<file path="src/rtl/mux2x1_rr_arbiter.sv">
// Round-robin 2:1 valid/ready arbiter with a single registered output slot.
// Define MUX2X1_ARB_FIXED_PRIO_EN for fixed priority (i0 always wins contention).
module mux2x1_rr_arbiter #(
    parameter int unsigned WIDTH = 8
) (
    input  logic             clk,
    input  logic             rst,
    input  logic [WIDTH-1:0] i0_data,
    input  logic             i0_valid,
    output logic             i0_ready,
    input  logic [WIDTH-1:0] i1_data,
    input  logic             i1_valid,
    output logic             i1_ready,
    output logic [WIDTH-1:0] out_data,
    output logic             out_valid,
    input  logic             out_ready,
    output logic             select
);

    logic             out_valid_q, out_valid_d;
    logic [WIDTH-1:0] out_data_q,  out_data_d;
    logic             select_q,    select_d;
    logic             can_load;
    logic             pick;
    logic             xfer;

`ifdef MUX2X1_ARB_FIXED_PRIO_EN
    always_comb begin
        pick = i0_valid ? 1'b0 : 1'b1;
    end
`else
    logic last_q, last_d;

    // With both or neither requesting, the channel that did not win last goes next.
    always_comb begin
        pick = ~last_q;
        if (i0_valid && !i1_valid)
            pick = 1'b0;
        else if (i1_valid && !i0_valid)
            pick = 1'b1;
    end

    always_comb begin
        last_d = last_q;
        if (xfer)
            last_d = pick;
    end

    always_ff @(posedge clk) begin
        if (rst)
            last_q <= 1'b1;
        else
            last_q <= last_d;
    end
`endif

    // Reset holds both readys low so no beat is accepted and then discarded.
    always_comb begin
        can_load = !rst && (!out_valid_q || out_ready);
        i0_ready = can_load && (pick == 1'b0);
        i1_ready = can_load && (pick == 1'b1);
        xfer     = can_load && (i0_valid || i1_valid);
    end

    always_comb begin
        out_valid_d = out_valid_q;
        out_data_d  = out_data_q;
        select_d    = select_q;
        if (xfer) begin
            out_valid_d = 1'b1;
            out_data_d  = pick ? i1_data : i0_data;
            select_d    = pick;
        end else if (out_valid_q && out_ready) begin
            out_valid_d = 1'b0;
        end
    end

    always_ff @(posedge clk) begin
        if (rst) begin
            out_valid_q <= 1'b0;
            out_data_q  <= '0;
            select_q    <= 1'b0;
        end else begin
            out_valid_q <= out_valid_d;
            out_data_q  <= out_data_d;
            select_q    <= select_d;
        end
    end

    assign out_valid = out_valid_q;
    assign out_data  = out_data_q;
    assign select    = select_q;

endmodule

</file>
<file path="config.mk">
export PLATFORM = sky130hd
export DESIGN_NAME = mux2x1_rr_arbiter
export DESIGN_NICKNAME = d
export VERILOG_FILES = /design/src/rtl/mux2x1_rr_arbiter.sv
export SDC_FILE = /design/constraint.sdc
export NUM_CORES = 1
export LEC_CHECK = 0
export CAP_MARGIN = 40
export CORE_MARGIN = 4
export CORE_UTILIZATION = 33
export DETAILED_ROUTE_END_ITERATION = 16
export PLACE_DENSITY = 0.75
export SYNTH_ARGS = -nofsm -noshare
export SYNTH_HDL_FRONTEND = slang
export SYNTH_SLANG_ARGS = --single-unit
</file>
<file path="constraint.sdc">
create_clock -name clk -period 1.55 [get_ports clk]
set_input_delay 0.155 -clock clk [delete_from_list [all_inputs] [get_ports clk]]
set_output_delay 0.155 -clock clk [all_outputs]
set_load 0.005 [all_outputs]
</file>
==> out/qor.csv <==
metric,value,unit
"Cell Chain, Critical Path","clkdlybuf4s50_1, maj3_2, and3_1, dlygate4sd2_1",
Post-synth ARST share,0,
met2 global-route usage,0.2610,
synth cell count leaders,"11 x sky130_fd_sc_hd__dfxtp_1, 9 x sky130_fd_sc_hd__mux2i_1, 8 x sky130_fd_sc_hd__nand3_1, 8 x sky130_fd_sc_hd__o21ai_0",
Tcrit/Tclk final,0.9773,
global placer's final weighted congestion,0.6978,
number of synthesized flops with an enable pin,0,
nets in the synthesized netlist,74,
final worst path period need,1.515,ns
Detail Placement HPWL,1.138,mm
area of the core,1350,sq um
Final Power,0.7481,mW
antenna-violating nets left,0,
via total after detailed routing,524,
final non-filler cell area,904.6,sq um
most used standard cell by instance count after synthesis,sky130_fd_sc_hd__dfxtp_1,
fraction of final layout cells with drive strength greater than 1,0.1684,
capturing element type of the critical path,primary output,
RSZ-0062 raised after global routing,false,
combined buffer and inverter count along the critical path,2,
combinational power share,0.302,
final clock skew,0.003238,ns
Total Nets Final,117,
arrival time at the worst endpoint,1.36,ns
ratio of total power to cell area,827.0,nW/um^2
crit path max-delay cell type,sky130_fd_sc_hd__clkdlybuf4s50_1,
transition time at the pin with the least slew margin,0.1524,ns
status,completed,
total DRC errors in the routed layout,0,
H-tree level count,1,
global route hottest layer,met2,
proportion of total power due to net switching,0.2496,
worst-path fanout max,4,
largest area contributor in the synthesized netlist,sky130_fd_sc_hd__dfxtp_1,
I/O Buffers,32,
number of max-slew violations in the final report,0,
static power due to leakage,0.4010,nW
starting density of the core,0.3661,
clock buffer depth,2,
Cell Int Power,0.5614,mW
maximum number of pins on one net before global-route repair,18,
count of distinct cell types in the synthesized netlist,16,
total die area,2181,sq um
type of the worst setup path,input port to primary output,
Antenna Cells,0,
First DRT Iteration DRCs,4,
"IR drop worst, VDD",0.0005213,V
final setup violation count,0,
CTS tree,built,
count of filler cells inserted in the layout,125,
fraction of met1 tracks used by global routing,0.1302,
cell class contributing the biggest share of worst-path delay,buffers and inverters,
num ports,33,
num rows,13,
x dimension of the die,46.70,microns
via count of the first global-routing pass,510,
top cell type's share of synthesized area,0.4456,
per-instance average area after synthesis,9.325,sq um
average via count per standard cell,4.764,
top cells by area in the synthesized netlist,"sky130_fd_sc_hd__dfxtp_1 45%, sky130_fd_sc_hd__mux2i_1 18%, sky130_fd_sc_hd__nand3_1 8.1%, sky130_fd_sc_hd__o21ai_0 8.1%, sky130_fd_sc_hd__o211ai_2 2.5%",
Die Ht,46.70,microns
achievable clock frequency,0.6602,GHz
post-synthesis sequential area ratio,0.4456,
Critical Path RT,1.39,ns
placed standard-cell area,874.6,sq um
met3 layer usage reported by global route,0.04688,
maximum cell stage delay along the critical path,0.44,ns
most used flip-flop cell after synthesis,sky130_fd_sc_hd__dfxtp_1,
remaining global-route overflow,0,
"Reg clk slew, reported paths",0.07,ns
global-route wire length before repair,2.104,mm
Min Hold Slack,0.4562,ns
worst min-delay path class,input port to flop,
clock latency reported for the late side of the worst-skew pair,0.26,ns
final design utilization,0.6701,
number of iterations in the first detailed-routing pass,2,
hold violation count in the final report,0,
crit start category,input port,
number of antenna violations at the first check in global routing,0,
clock buffer count from CTS,3,
quantity of hold-fixing buffers added after cts,0,
overall track demand over capacity in global routing,0.1400,
clock sink count,11,
clk root buf,sky130_fd_sc_hd__clkbuf_4,
Flop pwr share,0.439,
net switching component of the power,0.1867,mW
post-DR wirelength/cell,12.86,microns
area added between synthesis and finish,83.04,%
Ys Warns,0,
"wirelength, routed",1.415,mm
post-synthesis register bit count,11,
relative slew slack,0.8955,
summed instance area of the synthesized netlist,494.2,sq um
reported max-cap violation count,0,
count of mapped cells out of synthesis,53,
clock share of power,0.259,
area by class of cell:
| type | instances | area [sq um] | area share |
|---|---|---|---|
| repair buffers | 41 | 384.1 | 0.4246 |
| clock buffers | 4 | 26.28 | 0.02905 |
| inverters | 3 | 11.26 | 0.01245 |
| multi-input cells | 36 | 244.0 | 0.2697 |
| flip-flops and latches | 11 | 220.2 | 0.2434 |
| well taps | 15 | 18.77 | 0.02075 |
logic make-up (layout without fill, tap and decap cells):
group           after synthesis  in the layout  share of synthesized area
simple gates                 15             15                     0.1494
flops                        11             11                     0.4456
compound gates               10             10                     0.1164
mux                          10             10                     0.2051
buf+inv                       6             48                    0.06076
fa+ha+maj                     1              1                    0.02278
power groups by stage:
stage	Sequential, mW	Combinational, mW	Clock, mW
after floorplan	0.337	0.0816	0
final	0.329	0.226	0.194
after detailed placement	0.335	0.227	0
after CTS	0.329	0.229	0.197
after global routing	0.333	0.245	0.207
after global placement	0.335	0.222	0
flip-flops by register name, indices dropped and copies added (netlist names):
name / flops
select: 1
out_valid: 1
out_data: 8
last_q: 1
cell usage in the layout (no fill, tap or decap):
cell | netlist | final
sky130_fd_sc_hd__nand2b_1 | 1 | 1
sky130_fd_sc_hd__clkdlybuf4s50_1 | 0 | 29
sky130_fd_sc_hd__o21ai_0 | 8 | 8
sky130_fd_sc_hd__nand3_1 | 8 | 8
sky130_fd_sc_hd__nor2_1 | 3 | 3
sky130_fd_sc_hd__inv_1 | 3 | 3
sky130_fd_sc_hd__mux2i_1 | 9 | 9
sky130_fd_sc_hd__buf_4 | 0 | 9
sky130_fd_sc_hd__dlygate4sd2_1 | 0 | 3
sky130_fd_sc_hd__clkbuf_4 | 0 | 3
sky130_fd_sc_hd__nor2_2 | 1 | 1
sky130_fd_sc_hd__mux2_2 | 1 | 1
sky130_fd_sc_hd__dfxtp_1 | 11 | 11
sky130_fd_sc_hd__a21oi_1 | 1 | 1
sky130_fd_sc_hd__and3_1 | 1 | 1
sky130_fd_sc_hd__maj3_2 | 1 | 1
sky130_fd_sc_hd__nand2_1 | 1 | 1
sky130_fd_sc_hd__clkbuf_1 | 2 | 1
sky130_fd_sc_hd__o211ai_2 | 1 | 1
per-layer routing:
metal | part of all wire | vias up
met5 | 0 | -
met4 | 0 | 0
met3 | 0.11 | 0
met2 | 0.51 | 20
met1 | 0.38 | 235
li1 | - | 269
per-stage QoR:
stage / TNS, ns / worst slack (ns) / cells
2_1_floorplan: 0 / 0.3823 / 53
3_3_place_gp: -0.3943 / -0.1924 / 105
3_5_place_dp: -0.4545 / -0.2122 / 105
4_1_cts: 0 / 0.04037 / 110
5_1_grt: 0 / 0.002279 / 110
6_report: 0 / 0.03524 / 110
worst paths after layout:
kind	end	from	slack, ns	cells past startpoint
worst min-delay path	out_valid$_SDFFE_PP0P_	i1_valid	0.46	4
worst max register to register	select$_SDFFE_PP0P_	last_q$_SDFFE_PP1P_	0.21	5
worst max-delay path	i0_ready	i0_valid	0.04	4
worst min register to register	out_data[7]$_SDFFE_PP0P_	out_data[7]$_SDFFE_PP0P_	0.48	2
what timing repair did:
action,4_1_cts,5_1_grt
buffers inserted,1,0
pin swaps,1,1
endpoints found under the setup margin,2,1
hold endpoints to repair,0,0
gates resized for setup,3,0
worst register-to-register path, delay by kind of cell, from the launching register on:
kind                       cells  cell delay [ns]
DFF                            1             0.32
muxes                          1             0.27
and+or+nand+nor                1             0.07
adders and majority gates      1             0.32
buffers and inverters          2             0.30
No activity file was read; power rests on OpenSTA's default activity.
